--- src/rtl/lda_avalon_master.sv ---
// lda_avalon_master: Avalon-MM master that feeds queued line commands to the
// LDA peripheral's slave port (MODE/START/END/COLOUR/GO writes, then STATUS
// polling until the peripheral reports idle).
// Optional feature macro: LDA_MASTER_TIMEOUT_EN bounds status polling to
// TIMEOUT_CYCLES cycles and raises a sticky error on expiry.
//
// state        | meaning
// -------------+-----------------------------------------------------------
// IDLE         | waiting for a queued command
// WR_MODE      | writing MODE=1 (first line after reset only)
// WR_START     | writing x0/y0 of the head command
// WR_END       | writing x1/y1 of the head command
// WR_COLOUR    | writing the colour of the head command
// WR_GO        | writing GO to launch the draw
// RD_STATUS    | polling STATUS until bit0 reads 0 (or the poll timer expires)
module lda_avalon_master #(
  parameter int FIFO_DEPTH     = 4,
  parameter int TIMEOUT_CYCLES = 65535
) (
  input  logic        clk,
  input  logic        reset,
  input  logic        cmd_valid,
  output logic        cmd_ready,
  input  logic [8:0]  cmd_x0,
  input  logic [7:0]  cmd_y0,
  input  logic [8:0]  cmd_x1,
  input  logic [7:0]  cmd_y1,
  input  logic [2:0]  cmd_colour,
  output logic [2:0]  avm_m1_address,
  output logic        avm_m1_read,
  output logic        avm_m1_write,
  output logic [31:0] avm_m1_writedata,
  input  logic [31:0] avm_m1_readdata,
  input  logic        avm_m1_waitrequest,
  output logic        busy,
  output logic [15:0] lines_done,
  output logic        error
);

  localparam int AW    = (FIFO_DEPTH > 2) ? $clog2(FIFO_DEPTH) : 1;
  localparam int CW    = AW + 1;
  localparam int CMD_W = 37;

  localparam logic [2:0] S_IDLE      = 3'd0;
  localparam logic [2:0] S_WR_MODE   = 3'd1;
  localparam logic [2:0] S_WR_START  = 3'd2;
  localparam logic [2:0] S_WR_END    = 3'd3;
  localparam logic [2:0] S_WR_COLOUR = 3'd4;
  localparam logic [2:0] S_WR_GO     = 3'd5;
  localparam logic [2:0] S_RD_STATUS = 3'd6;

  localparam logic [2:0] A_MODE   = 3'd0;
  localparam logic [2:0] A_STATUS = 3'd1;
  localparam logic [2:0] A_GO     = 3'd2;
  localparam logic [2:0] A_START  = 3'd3;
  localparam logic [2:0] A_END    = 3'd4;
  localparam logic [2:0] A_COLOUR = 3'd5;

  // command FIFO
  logic [CMD_W-1:0] fifo_q [FIFO_DEPTH];
  logic [AW-1:0]    wr_ptr_q, rd_ptr_q;
  logic [CW-1:0]    cnt_q, cnt_d;
  logic             rdy_q;
  logic             push, pop;
  logic [CMD_W-1:0] cmd_word, head;
  logic [8:0]       head_x0, head_x1;
  logic [7:0]       head_y0, head_y1;
  logic [2:0]       head_colour;

  // sequencer
  logic [2:0]  state_q, state_d;
  logic        mode_written_q;
  logic        mode_set;
  logic        done_inc;
  logic        status_done;
  logic        tmo_expired;
  logic [15:0] lines_q;

  // registered bus outputs
  logic [2:0]  addr_q, addr_d;
  logic        wr_q, wr_d;
  logic        rd_q, rd_d;
  logic [31:0] wd_q, wd_d;

  logic unused_rd;
  assign unused_rd = ^avm_m1_readdata[31:1];

  assign cmd_word    = {cmd_colour, cmd_y1, cmd_x1, cmd_y0, cmd_x0};
  assign head        = fifo_q[rd_ptr_q];
  assign head_x0     = head[8:0];
  assign head_y0     = head[16:9];
  assign head_x1     = head[25:17];
  assign head_y1     = head[33:26];
  assign head_colour = head[36:34];

  assign push = cmd_valid && rdy_q;

  // Occupancy next-state; simultaneous push and pop leave it unchanged
  always_comb begin
    cnt_d = cnt_q;
    if (push && !pop) begin
      cnt_d = cnt_q + CW'(1);
    end else if (pop && !push) begin
      cnt_d = cnt_q - CW'(1);
    end
  end

  // FIFO storage write port
  always_ff @(posedge clk) begin
    if (push) begin
      fifo_q[wr_ptr_q] <= cmd_word;
    end
  end

  // FIFO pointers, occupancy and registered ready (low during reset)
  always_ff @(posedge clk or negedge reset) begin
    if (!reset) begin
      wr_ptr_q <= '0;
      rd_ptr_q <= '0;
      cnt_q    <= '0;
      rdy_q    <= 1'b0;
    end else begin
      if (push) begin
        wr_ptr_q <= wr_ptr_q + AW'(1);
      end
      if (pop) begin
        rd_ptr_q <= rd_ptr_q + AW'(1);
      end
      cnt_q <= cnt_d;
      rdy_q <= (cnt_d != CW'(FIFO_DEPTH));
    end
  end

  assign status_done = (state_q == S_RD_STATUS) && !avm_m1_waitrequest &&
                       !avm_m1_readdata[0];

  // Sequencer next-state: each bus state advances on a cycle without waitrequest
  always_comb begin
    state_d  = state_q;
    pop      = 1'b0;
    done_inc = 1'b0;
    mode_set = 1'b0;
    case (state_q)
      S_IDLE: begin
        if (cnt_q != '0) begin
          state_d = mode_written_q ? S_WR_START : S_WR_MODE;
        end
      end
      S_WR_MODE: begin
        if (!avm_m1_waitrequest) begin
          state_d  = S_WR_START;
          mode_set = 1'b1;
        end
      end
      S_WR_START: begin
        if (!avm_m1_waitrequest) state_d = S_WR_END;
      end
      S_WR_END: begin
        if (!avm_m1_waitrequest) state_d = S_WR_COLOUR;
      end
      S_WR_COLOUR: begin
        if (!avm_m1_waitrequest) state_d = S_WR_GO;
      end
      S_WR_GO: begin
        if (!avm_m1_waitrequest) state_d = S_RD_STATUS;
      end
      S_RD_STATUS: begin
        if (status_done) begin
          pop      = 1'b1;
          done_inc = 1'b1;
          state_d  = S_IDLE;
        end else if (tmo_expired) begin
          pop     = 1'b1;
          state_d = S_IDLE;
        end
      end
      default: state_d = S_IDLE;
    endcase
  end

  // Sequencer state, MODE-written flag and completed-line counter
  always_ff @(posedge clk or negedge reset) begin
    if (!reset) begin
      state_q        <= S_IDLE;
      mode_written_q <= 1'b0;
      lines_q        <= 16'd0;
    end else begin
      state_q <= state_d;
      if (mode_set) begin
        mode_written_q <= 1'b1;
      end
      if (done_inc) begin
        lines_q <= lines_q + 16'd1;
      end
    end
  end

  // Bus outputs decoded from the upcoming state so they are registered and
  // stay stable for as long as the state is held by waitrequest
  always_comb begin
    addr_d = A_MODE;
    wr_d   = 1'b0;
    rd_d   = 1'b0;
    wd_d   = 32'd0;
    case (state_d)
      S_WR_MODE: begin
        addr_d = A_MODE;
        wr_d   = 1'b1;
        wd_d   = 32'd1;
      end
      S_WR_START: begin
        addr_d = A_START;
        wr_d   = 1'b1;
        wd_d   = {15'd0, head_y0, head_x0};
      end
      S_WR_END: begin
        addr_d = A_END;
        wr_d   = 1'b1;
        wd_d   = {15'd0, head_y1, head_x1};
      end
      S_WR_COLOUR: begin
        addr_d = A_COLOUR;
        wr_d   = 1'b1;
        wd_d   = {29'd0, head_colour};
      end
      S_WR_GO: begin
        addr_d = A_GO;
        wr_d   = 1'b1;
      end
      S_RD_STATUS: begin
        addr_d = A_STATUS;
        rd_d   = 1'b1;
      end
      default: ;
    endcase
  end

  // Bus output registers
  always_ff @(posedge clk or negedge reset) begin
    if (!reset) begin
      addr_q <= 3'd0;
      wr_q   <= 1'b0;
      rd_q   <= 1'b0;
      wd_q   <= 32'd0;
    end else begin
      addr_q <= addr_d;
      wr_q   <= wr_d;
      rd_q   <= rd_d;
      wd_q   <= wd_d;
    end
  end

`ifdef LDA_MASTER_TIMEOUT_EN
  localparam logic [31:0] TMO_LOAD = 32'(TIMEOUT_CYCLES - 1);

  logic [31:0] tmo_q;
  logic        error_q;

  assign tmo_expired = (state_q == S_RD_STATUS) && (tmo_q == 32'd0);

  // Poll timer: reloads outside RD_STATUS, counts down to terminal count while polling
  always_ff @(posedge clk or negedge reset) begin
    if (!reset) begin
      tmo_q <= TMO_LOAD;
    end else if (state_q != S_RD_STATUS) begin
      tmo_q <= TMO_LOAD;
    end else if (tmo_q != 32'd0) begin
      tmo_q <= tmo_q - 32'd1;
    end
  end

  // Sticky error when the timer expires without a completing status read
  always_ff @(posedge clk or negedge reset) begin
    if (!reset) begin
      error_q <= 1'b0;
    end else if (tmo_expired && !status_done) begin
      error_q <= 1'b1;
    end
  end

  assign error = error_q;
`else
  localparam int unused_tmo = TIMEOUT_CYCLES;

  assign tmo_expired = 1'b0;
  assign error       = 1'b0;
`endif

  assign cmd_ready        = rdy_q;
  assign avm_m1_address   = addr_q;
  assign avm_m1_read      = rd_q;
  assign avm_m1_write     = wr_q;
  assign avm_m1_writedata = wd_q;
  assign busy             = (state_q != S_IDLE) || (cnt_q != '0);
  assign lines_done       = lines_q;

endmodule
--- config.mk ---
export PLATFORM = sky130hd
export DESIGN_NAME = lda_avalon_master
export DESIGN_NICKNAME = d
export VERILOG_FILES = /design/src/rtl/lda_avalon_master.sv
export SDC_FILE = /design/constraint.sdc
export NUM_CORES = 1
export LEC_CHECK = 0
export CAP_MARGIN = 20
export CORE_ASPECT_RATIO = 0.75
export CORE_MARGIN = 5
export CORE_UTILIZATION = 45
export DETAILED_ROUTE_END_ITERATION = 16
export PLACE_DENSITY = 0.69
export SKIP_CTS_REPAIR_TIMING = 1
export SLEW_MARGIN = 5
export SYNTH_ARGS = -nofsm -noshare
export SYNTH_HDL_FRONTEND = slang
export SYNTH_SLANG_ARGS = --single-unit
--- constraint.sdc ---
create_clock -name clk -period 6 [get_ports clk]
set_clock_uncertainty 0.05 [all_clocks]
set_input_delay 1.2 -clock clk [delete_from_list [all_inputs] [get_ports clk]]
set_output_delay 1.2 -clock clk [all_outputs]
set_load 0.01 [all_outputs]
==> summary.md, run 1 <==
| Metric | Value |
|---|---|
| Status | `finished, final reports clean` |
| Crit path buf inv count | `1` |
| Slowest cell on the critical path | `clkdlybuf4s50_1` |
| Slew @ Worst Pin | `1.03 ns` |
| DP Cell Count | `723` |
| Gr usage total | `14.8%` |
| Tmin final | `3.16 ns` |
| Sequential power share | `45.4%` |
| Via count | `3,892` |
| WL final | `14,000 um` |
| Port Buf Inserts | `81` |
| CTS Sinks | `198` |
| DR DRC count | `0` |
| Post-synthesis instance total | `440` |
| FP Rows | `41` |
| Routability cong. | `0.772` |
| Diodes inserted | `0` |
| Fillcell total | `1,331` |
| Synth Register Bits | `198` |
| Area occupied by multi-input gates | `0.00185 mm^2` |
| Starting Density | `46.2%` |
| Power Density | `457 mW/mm^2` |
| CP Data Required Time | `6.28 ns` |
| CTS Buffer Depth | `2` |
| Net switching power | `1260 uW` |
| Slew headroom | `31.6%` |
| Worst min path class | `flip-flop to flip-flop` |
| Core Area | `0.0169 mm^2` |
| Share of cells above drive strength 1 | `15.4%` |
| Synth async-reset ratio | `25.3%` |
| Antenna Nets Post-Route | `0` |
| Delay-heaviest family, CP | `simple AND/OR/NAND/NOR gates` |
| Yosys warns | `0` |
| Switching share of power | `29.3%` |
| Final hold violations | `0` |
| Yosys top cell by area | `edfxtp_1` |
| Vias in the first global route | `4,090` |
| Per-cell routed wire length | `18.6 um` |
| Synth area leaders | `edfxtp_1 (57%), dfrtp_1 (16%), mux4_2 (11%), inv_1 (1.9%), xnor2_1 (1.7%)` |
| CP Launch Type | `input port` |
| Full die area | `0.0201 mm^2` |
| Final cycle utilization of the critical path | `52.6%` |
| Largest net degree at the start of global routing | `51` |
| H-Tree Level Count | `4` |
| Fmax | `317 MHz` |
| Initial antenna violation count | `1` |
| Max-slew violation count | `0` |
| Number of synthesized flops with an enable pin | `148` |
| Maximum vdd drop | `0.222 mV` |
| Total gr overflow | `0` |
| Final setup violation count | `0` |
| Clk Latency, worst-skew pair | `0.43 ns` |
| Arr. time, crit path | `3.44 ns` |
| Syn-to-layout area delta | `20.3%` |
| Sequential fraction of the synthesis area | `72.9%` |
| First-pass GRT wire length | `22,200 um` |
| RSZ-0062 raised after global routing | `no` |
| Post-synth cell types | `44` |
| Finished Layout Cells | `755` |
| Final-stage net count | `608` |
| CTS root buffer | `clkbuf_16` |
| CP endpoint kind | `flip-flop` |
| DR pass1 iterations | `4` |
| Total power | `4290 uW` |
| Cts bufs inserted | `17` |
| Die Y | `124 um` |
| DP Wirelength | `8420 um` |
| Critical path class | `input port to flip-flop` |
| Logic pwr share | `27.3%` |
| Max-cap check violation count | `0` |
| Setup TNS | `0 ns` |
| CP Cell Sequence | `clkdlybuf4s50_1 -> nor2b_1 -> o21ai_0 -> nand4_1 -> nand3_2 -> o211ai_1` |
| Syn_area_per_cell | `17.8 um^2` |
| Clock share of power | `27.2%` |
| Clock transition at path regs | `0.07 ns` |
| CTS tree | `done` |
| Leak | `0.00345 uW` |
| Die width | `162 um` |
| Top-count cell post-synth | `edfxtp_1` |
| Critical path peak fanout | `17` |
| Pint | `3030 uW` |
| # IOs | `129` |
| Synth cell count leaders | `edfxtp_1 (148), dfrtp_1 (50), inv_1 (39)` |
| Slowest Stage Delay on Critical Path | `0.62 ns` |
| Initial DRC count | `203` |
| Synth top area share | `56.9%` |
| Via density | `5.15` |
| Register area | `0.00570 mm^2` |
| Synthesized area | `0.00781 mm^2` |
| Prevailing post-synth register cell | `edfxtp_1` |
-- area by class of cell --
class,instances,area share (%)
Clock inverter,12,1.80
Sequential cell,198,60.6
Clock buffer,20,4.75
Multi-Input combinational cell,188,19.7
Timing Repair Buffer,83,8.73
Tap cell,215,2.86
Inverter,39,1.56
-- layer usage --
layer | global-route usage, % | vias up | routed length, um | share of wire, %
li1 | - | 1797 | - | -
met1 | 18.2 | 1971 | 6120 | 44
met2 | 25.2 | 106 | 6930 | 49
met3 | 5.16 | 16 | 840 | 6.0
met4 | 4.44 | 2 | 133 | 0.95
met5 | 0 | - | 13 | 0.093
-- layout by cell type (no fill, tap or decap), drive strengths merged, types with 8 or more instances in the layout --
cell,count
inv,42
o22ai,14
conb,16
o21ai,8
nor2,8
ha,8
clkbuf,20
nand3,10
nand2,18
and3,8
xnor2,15
dfrtp,50
edfxtp,148
clkdlybuf4s50,80
mux4,37
-- worst paths after layout --
kind | startpoint | to | slack [ns] | cells past startpoint
max reg2reg | cnt_q[0] | avm_m1_writedata[2] | 3.71 | 7
max | avm_m1_waitrequest | avm_m1_writedata[2] | 2.84 | 6
min reg2reg | mode_written_q | mode_written_q | 0.42 | 1
max in group asynchronous | reset | rd_ptr_q[1] | 4.54 | 2
min | mode_written_q | mode_written_q | 0.42 | 1
min in group asynchronous | reset | lines_done[4] | 0.86 | 2
-- sequential cells by signal, summed over array words and instances (netlist names), 2 cells and up --
register	count
avm_m1_address	3
avm_m1_writedata	17
cnt_q	3
fifo_q	148
lines_done	16
rd_ptr_q	2
state_q	3
wr_ptr_q	2
-- logic make-up (layout without fill, tap and decap cells) --
| group | count (synthesis) | after routing | synth area share, % |
|---|---|---|---|
| AO/OA/AOI/OAI | 31 | 31 | 2.63 |
| buffers and inverters | 69 | 154 | 4.31 |
| adder cells (fa/ha/maj) | 10 | 10 | 1.54 |
| flip-flops | 198 | 198 | 72.9 |
| XOR/XNOR | 21 | 21 | 2.45 |
| other | 1 | 16 | 0.0480 |
| AND/OR/NAND/NOR | 70 | 70 | 4.93 |
| multiplexers | 40 | 40 | 11.2 |
-- worst reg2reg max path, delay by kind of cell, from the launching register on --
kind,cells,cell delay (ns)
AO/OA/AOI/OAI,2,0.62
adder cells (fa/ha/maj),1,0.20
buffers and inverters,1,0.09
flip-flops,1,0.35
AND/OR/NAND/NOR,3,0.89
-- metrics by stage --
stage                     hold slack (ns)  util (%)  worst slack (ns)  cell area (um^2)
after CTS                           0.424      55.5              2.84              9400
after detailed placement            0.408      51.9              2.45              8780
after floorplan                     0.386         -              3.35              7870
after global placement              0.402      51.9              2.55              8780
final                               0.419      55.5              2.84              9400
after global routing                0.444      55.5              2.69              9400
-- power groups by stage --
stage	combinational (uW)	clock (uW)	sequential, uW
after floorplan	842	0	1920
final	1170	1170	1950
after global placement	1170	0	1960
after detailed placement	1190	0	1980
after global routing	1290	1250	1980
after CTS	1200	1190	1960
Note: power is estimated with default switching activity, not from simulation.
==> run 2: changes to the inputs <==
PLACE_DENSITY = 0.72   (was 0.69)
clock period = 2.8 ns   (was 6 ns; I/O delays follow)
==> summary.md, run 2 (synthesized netlist as in run 1, its figures left out) <==
| Metric | Value |
|---|---|
| Vias in the first global route | `4,131 (+1.0%)` |
| CTS Sinks | `198 (unchanged)` |
| Leak | `0.00352 uW (+2.0%)` |
| CP Data Required Time | `2.19 ns (-4.09 ns)` |
| Final setup violation count | `0 (unchanged)` |
| Total gr overflow | `0 (unchanged)` |
| DP Area | `0.00895 mm^2 (+1.9%)` |
| DR DRC count | `0 (unchanged)` |
| Max-slew violation count | `0 (unchanged)` |
| Arr. time, crit path | `1.95 ns (-1.49 ns)` |
| Antenna Nets Post-Route | `0 (unchanged)` |
| Syn-to-layout area delta | `21.9%` |
| Critical path peak fanout | `4 (-13)` |
| Flop-to-flop setup slack | `0.72 ns (-2.99 ns)` |
| Max-cap check violation count | `0 (unchanged)` |
| Starting Density | `46.2% (unchanged)` |
| RSZ-0062 raised after global routing | `no` |
| Share of cells above drive strength 1 | `17.9% (+2.5 points)` |
| Largest Register | `fifo_q` |
| CTS tree | `done` |
| CTS root buffer | `clkbuf_16` |
| Die Y | `124 um (unchanged)` |
| DR pass1 iterations | `4 (unchanged)` |
| Cts bufs inserted | `17 (unchanged)` |
| Routability cong. | `0.856 (+11%)` |
| FP Rows | `41 (unchanged)` |
| CP Launch Type | `flip-flop` |
| CP endpoint kind | `output pin` |
| Largest net degree at the start of global routing | `38 (-25%)` |
| Core Area | `0.0169 mm^2 (unchanged)` |
| Most frequent cells in the layout | `edfxtp_1 (148), clkdlybuf4s50_1 (80), dfrtp_1 (48)` |
| Max FFs per register | `148 (unchanged)` |
| Final hold violations | `0 (unchanged)` |
| Final-stage net count | `622 (+2.3%)` |
| Initial DRC count | `230 (+13%)` |
| Per-cell routed wire length | `18.6 um (+0.16%)` |
| Port Buf Inserts | `81 (unchanged)` |
| Power Density | `968 mW/mm^2 (+110%)` |
| Slew headroom | `47.5% (+16 points)` |
| Die width | `162 um (unchanged)` |
| Status | `finished, final reports clean` |
| WL final | `14,300 um (+2.0%)` |
| DP Wirelength | `9240 um (+9.7%)` |
| Tmin final | `2.56 ns` |
| Fmax | `390 MHz` |
| Most common cell after layout, fill and taps aside | `edfxtp_1` |
| Hold_ws | `0.160 ns (-0.259 ns)` |
| Final cycle utilization of the critical path | `91.5%` |
| Via density | `5.14 (-0.26%)` |
| Full die area | `0.0201 mm^2 (unchanged)` |
| First-pass GRT wire length | `22,700 um (+2.4%)` |
| Fin area | `0.00952 mm^2 (+1.3%)` |
| Maximum vdd drop | `0.518 mV (+130%)` |
| Gr usage total | `15.1% (+0.26 points)` |
| H-Tree Level Count | `4 (unchanged)` |
| Slew @ Worst Pin | `0.788 ns (-0.239 ns)` |
| Critical path class | `flip-flop to output pin` |
| CTS Buffer Depth | `2 (unchanged)` |
| # IOs | `129 (unchanged)` |
| Setup TNS | `0 ns (unchanged)` |
| Initial antenna violation count | `0 (-1)` |
| Clk Latency, worst-skew pair | `0.43 ns (about the same)` |
| Worst min path class | `input port to async pin` |
| Clock transition at path regs | `0.07 ns (about the same)` |
| Via count | `3,954 (+1.6%)` |
| Diodes inserted | `0 (unchanged)` |
run 2: cell count changes in the layout (fill, tap and decap cells not counted), moves of 2 or more:
cell / previous run / this run
buf_4: 2 / 11
bufinv_16: 3 / 1
buf_12: 0 / 5
clkinv_2: 0 / 2
run 2: cell type report:
type | instances | area (um^2)
clock buffer | 18 | 429
timing repair buffer | 97 | 988
clock inverter | 14 | 144
multi-input combinational | 188 | 1850
tap | 215 | 269
sequential | 198 | 5700
inverter | 39 | 146
fill | 1303 | 7410
run 2: routing by layer:
metal	wire length, um	global-route usage, %
met1	6250	19.8
met2	7080	24.5
met3	891	4.37
met4	91	5.07
met5	0	0
run 2: per-stage QoR:
step / std cells / setup WS, ns / power [uW] / utilization, %
floorplan: 455 / 0.787 / 5910 / -
detailed placement: 737 / 0.221 / 6970 / 52.9
global placement: 737 / 0.243 / 6880 / 52.9
CTS: 769 / 0.217 / 9330 / 56.3
global route: 769 / 0.135 / 9730 / 56.3
finish: 769 / 0.237 / 9220 / 56.3
run 2: power by group:
group	leakage [uW]	switching, uW	total, uW	internal, uW
logic	0.00125	1300	2670	1360
registers	0.00199	384	4210	3830
clock network	0.000276	1090	2340	1250
total	0.00352	2780	9220	6440
run 2: worst paths after layout:
kind,startpoint,end,cells after the start
worst max register to register,state_q[0],cmd_ready,5
worst max-delay path,cnt_q[1],busy,5
worst min register to register,lines_done[15],lines_done[15],1
worst min-delay path,reset,lines_done[15],1
min in group clk,lines_done[15],lines_done[15],1
max in group asynchronous,reset,state_q[1],2
run 2: critical path, stage by stage (launching register included):
cell and delay [ns]:
dfrtp_1 0.40, inv_1 0.13, ha_1 0.16, nor2b_1 0.25, nand2_1 0.10, clkdlybuf4s50_1 0.49
==> run 3: changes to the inputs <==
CORE_MARGIN = 1.5   (was 5)
PLACE_DENSITY = 0.69   (was 0.72)
clock period = 2.55 ns   (was 2.8 ns; I/O delays follow)
==> summary.md, run 3 (synthesized netlist as in run 1, its figures left out) <==
| Metric | Value |
|---|---|
| DR pass1 iterations | `4 (unchanged)` |
| Total power | `10,300 uW (+11%)` |
| Per-cell routed wire length | `18.4 um (-1.0%)` |
| # IOs | `129 (unchanged)` |
| Max FFs per register | `148 (unchanged)` |
| Slew @ Worst Pin | `0.591 ns (-0.197 ns)` |
| Initial DRC count | `222 (-3.5%)` |
| Tmin final | `2.42 ns` |
| Critical path class | `flip-flop to output pin` |
| Net switching power | `3020 uW (+8.7%)` |
| Maximum vdd drop | `0.631 mV (+22%)` |
| Final cycle utilization of the critical path | `94.8%` |
| Final-stage net count | `628 (+0.96%)` |
| Worst setup margin | `0.132 ns (-0.106 ns)` |
| DP Cell Count | `743 (+0.81%)` |
| Power Density | `1070 mW/mm^2 (+11%)` |
| Clk Latency, worst-skew pair | `0.43 ns (about the same)` |
| Cells on worst reg2reg path | `6 (+1)` |
| H-Tree Level Count | `4 (unchanged)` |
| Switching share of power | `29.4% (-0.73 points)` |
| DP Wirelength | `9030 um (-2.3%)` |
| RSZ-0062 raised after global routing | `no` |
| Sequential power share | `44.8% (-0.9 points)` |
| WL met1 | `6320 um (+1.1%)` |
| Largest Register | `fifo_q` |
| Slew headroom | `60.6% (+13 points)` |
| Most common cell after layout, fill and taps aside | `edfxtp_1` |
| Vias in the first global route | `4,140 (+0.22%)` |
| CTS tree | `done` |
| WL final | `14,300 um (-0.26%)` |
| Wire length on met3 | `912 um (+2.4%)` |
| Final setup violation count | `0 (unchanged)` |
| Pre-CTS WS | `0.0291 ns (-0.192 ns)` |
| Max-slew violation count | `0 (unchanged)` |
| Port Buf Inserts | `81 (unchanged)` |
| Diodes inserted | `0 (unchanged)` |
| Finished Layout Cells | `775 (+0.78%)` |
| DR DRC count | `0 (unchanged)` |
| First-pass GRT wire length | `22,500 um (-0.73%)` |
| FP Rows | `41 (unchanged)` |
| Antenna Nets Post-Route | `0 (unchanged)` |
| Pint | `7250 uW (+13%)` |
| Gr usage total | `17.2% (+2.1 points)` |
| Fin area | `0.00959 mm^2 (+0.72%)` |
| Total gr overflow | `0 (unchanged)` |
| Most frequent cells in the layout | `edfxtp_1 (148), clkdlybuf4s50_1 (80), dfrtp_1 (48)` |
| DP Area | `0.00898 mm^2 (+0.32%)` |
| Via density | `5.18 (+0.66%)` |
| Largest net degree at the start of global routing | `27 (-29%)` |
| Max-cap check violation count | `0 (unchanged)` |
| Met2 wire len | `6950 um (-1.9%)` |
| Via count | `4,011 (+1.4%)` |
| Critical path peak fanout | `4 (unchanged)` |
| CTS Sinks | `198 (unchanged)` |
| Final hold violations | `0 (unchanged)` |
| CP Launch Type | `flip-flop` |
| Arr. time, crit path | `1.86 ns (-0.09 ns)` |
| Status | `finished, final reports clean` |
| Syn-to-layout area delta | `22.7%` |
| Setup TNS | `0 ns (unchanged)` |
| Share of cells above drive strength 1 | `18.6% (+0.70 points)` |
| CTS root buffer | `clkbuf_16` |
| Starting Density | `46.2% (unchanged)` |
| Logic pwr share | `29.1% (+0.2 points)` |
| Clock transition at path regs | `0.07 ns (about the same)` |
| CP endpoint kind | `output pin` |
| Routability cong. | `0.778 (-9.1%)` |
| Full die area | `0.0182 mm^2 (-9.7%)` |
| Top Layer Used | `met4` |
| Fmax | `414 MHz` |
| CTS Buffer Depth | `2 (unchanged)` |
| Core Area | `0.0169 mm^2 (unchanged)` |
| Worst min path class | `input port to async pin` |
| Leak | `0.00356 uW (+1.2%)` |
| Clock share of power | `26.0% (+0.6 points)` |
| CP Data Required Time | `1.99 ns (-0.20 ns)` |
| Die width | `155 um (-4.3%)` |
| Cts bufs inserted | `17 (unchanged)` |
| Initial antenna violation count | `0 (unchanged)` |
| Die Y | `117 um (-5.6%)` |
[run 3: changes by cell type in the layout (fill, tap and decap cells not counted)]
cell	change
buf_4	+7
clkinv_4	+1
buf_12	-1
clkinv_2	-2
nor2b_1	-1
bufinv_16	+1
inv_6	-4
clkinv_1	+1
clkinvlp_4	+1
clkbuf_8	+2
o21ai_1	+1
nor2b_4	+1
o21ai_2	-1
[run 3: path summary, 6_finish.rpt]
kind | startpoint | end | slack [ns]
worst min-delay path | reset | lines_done[14] | 0.03
worst max register to register | state_q[0] | cmd_ready | 0.53
worst max-delay path | cnt_q[1] | busy | 0.13
worst min register to register | lines_done[15] | lines_done[15] | 0.42
max in group asynchronous | reset | rd_ptr_q[1] | 1.83
min in group clk | lines_done[15] | lines_done[15] | 0.42
[run 3: metal layers]
metal  GRT usage [%]  vias up
met4            4.89        0
met1            22.3     2053
li1                -     1836
met3            5.56        9
met2            28.2      113
met5               0        -
[run 3: metrics by stage]
step | hold slack, ns | utilization, %
finish | 0.0329 | 56.7
global route | 0.0526 | 56.7
CTS | 0.0377 | 56.6
detailed placement | 0.411 | 53.0
global placement | 0.409 | 53.0
floorplan | 0.164 | -
[run 3: area by class of cell]
type	count	area [um^2]
Clock inverter	12	149
Clock buffer	20	457
Tap cell	215	269
Multi-Input combinational cell	188	1850
Fill cell	1302	7340
Sequential cell	198	5700
Inverter	39	146
Timing Repair Buffer	103	1020
[run 3: power groups by stage]
stage                     Clock, uW  Sequential, uW  Combinational, uW
after floorplan                   0            4510               1980
after global placement            0            4630               2950
after detailed placement          0            4670               3020
after CTS                      2730            4610               3040
after global routing           2860            4680               3270
final                          2670            4600               2990
[run 3: critical path, stage by stage (launching register included)]
cell and delay, ns:
dfrtp_1 0.40, inv_1 0.14, ha_1 0.17, nor2b_4 0.18
nand2_1 0.07, clkdlybuf4s50_1 0.48
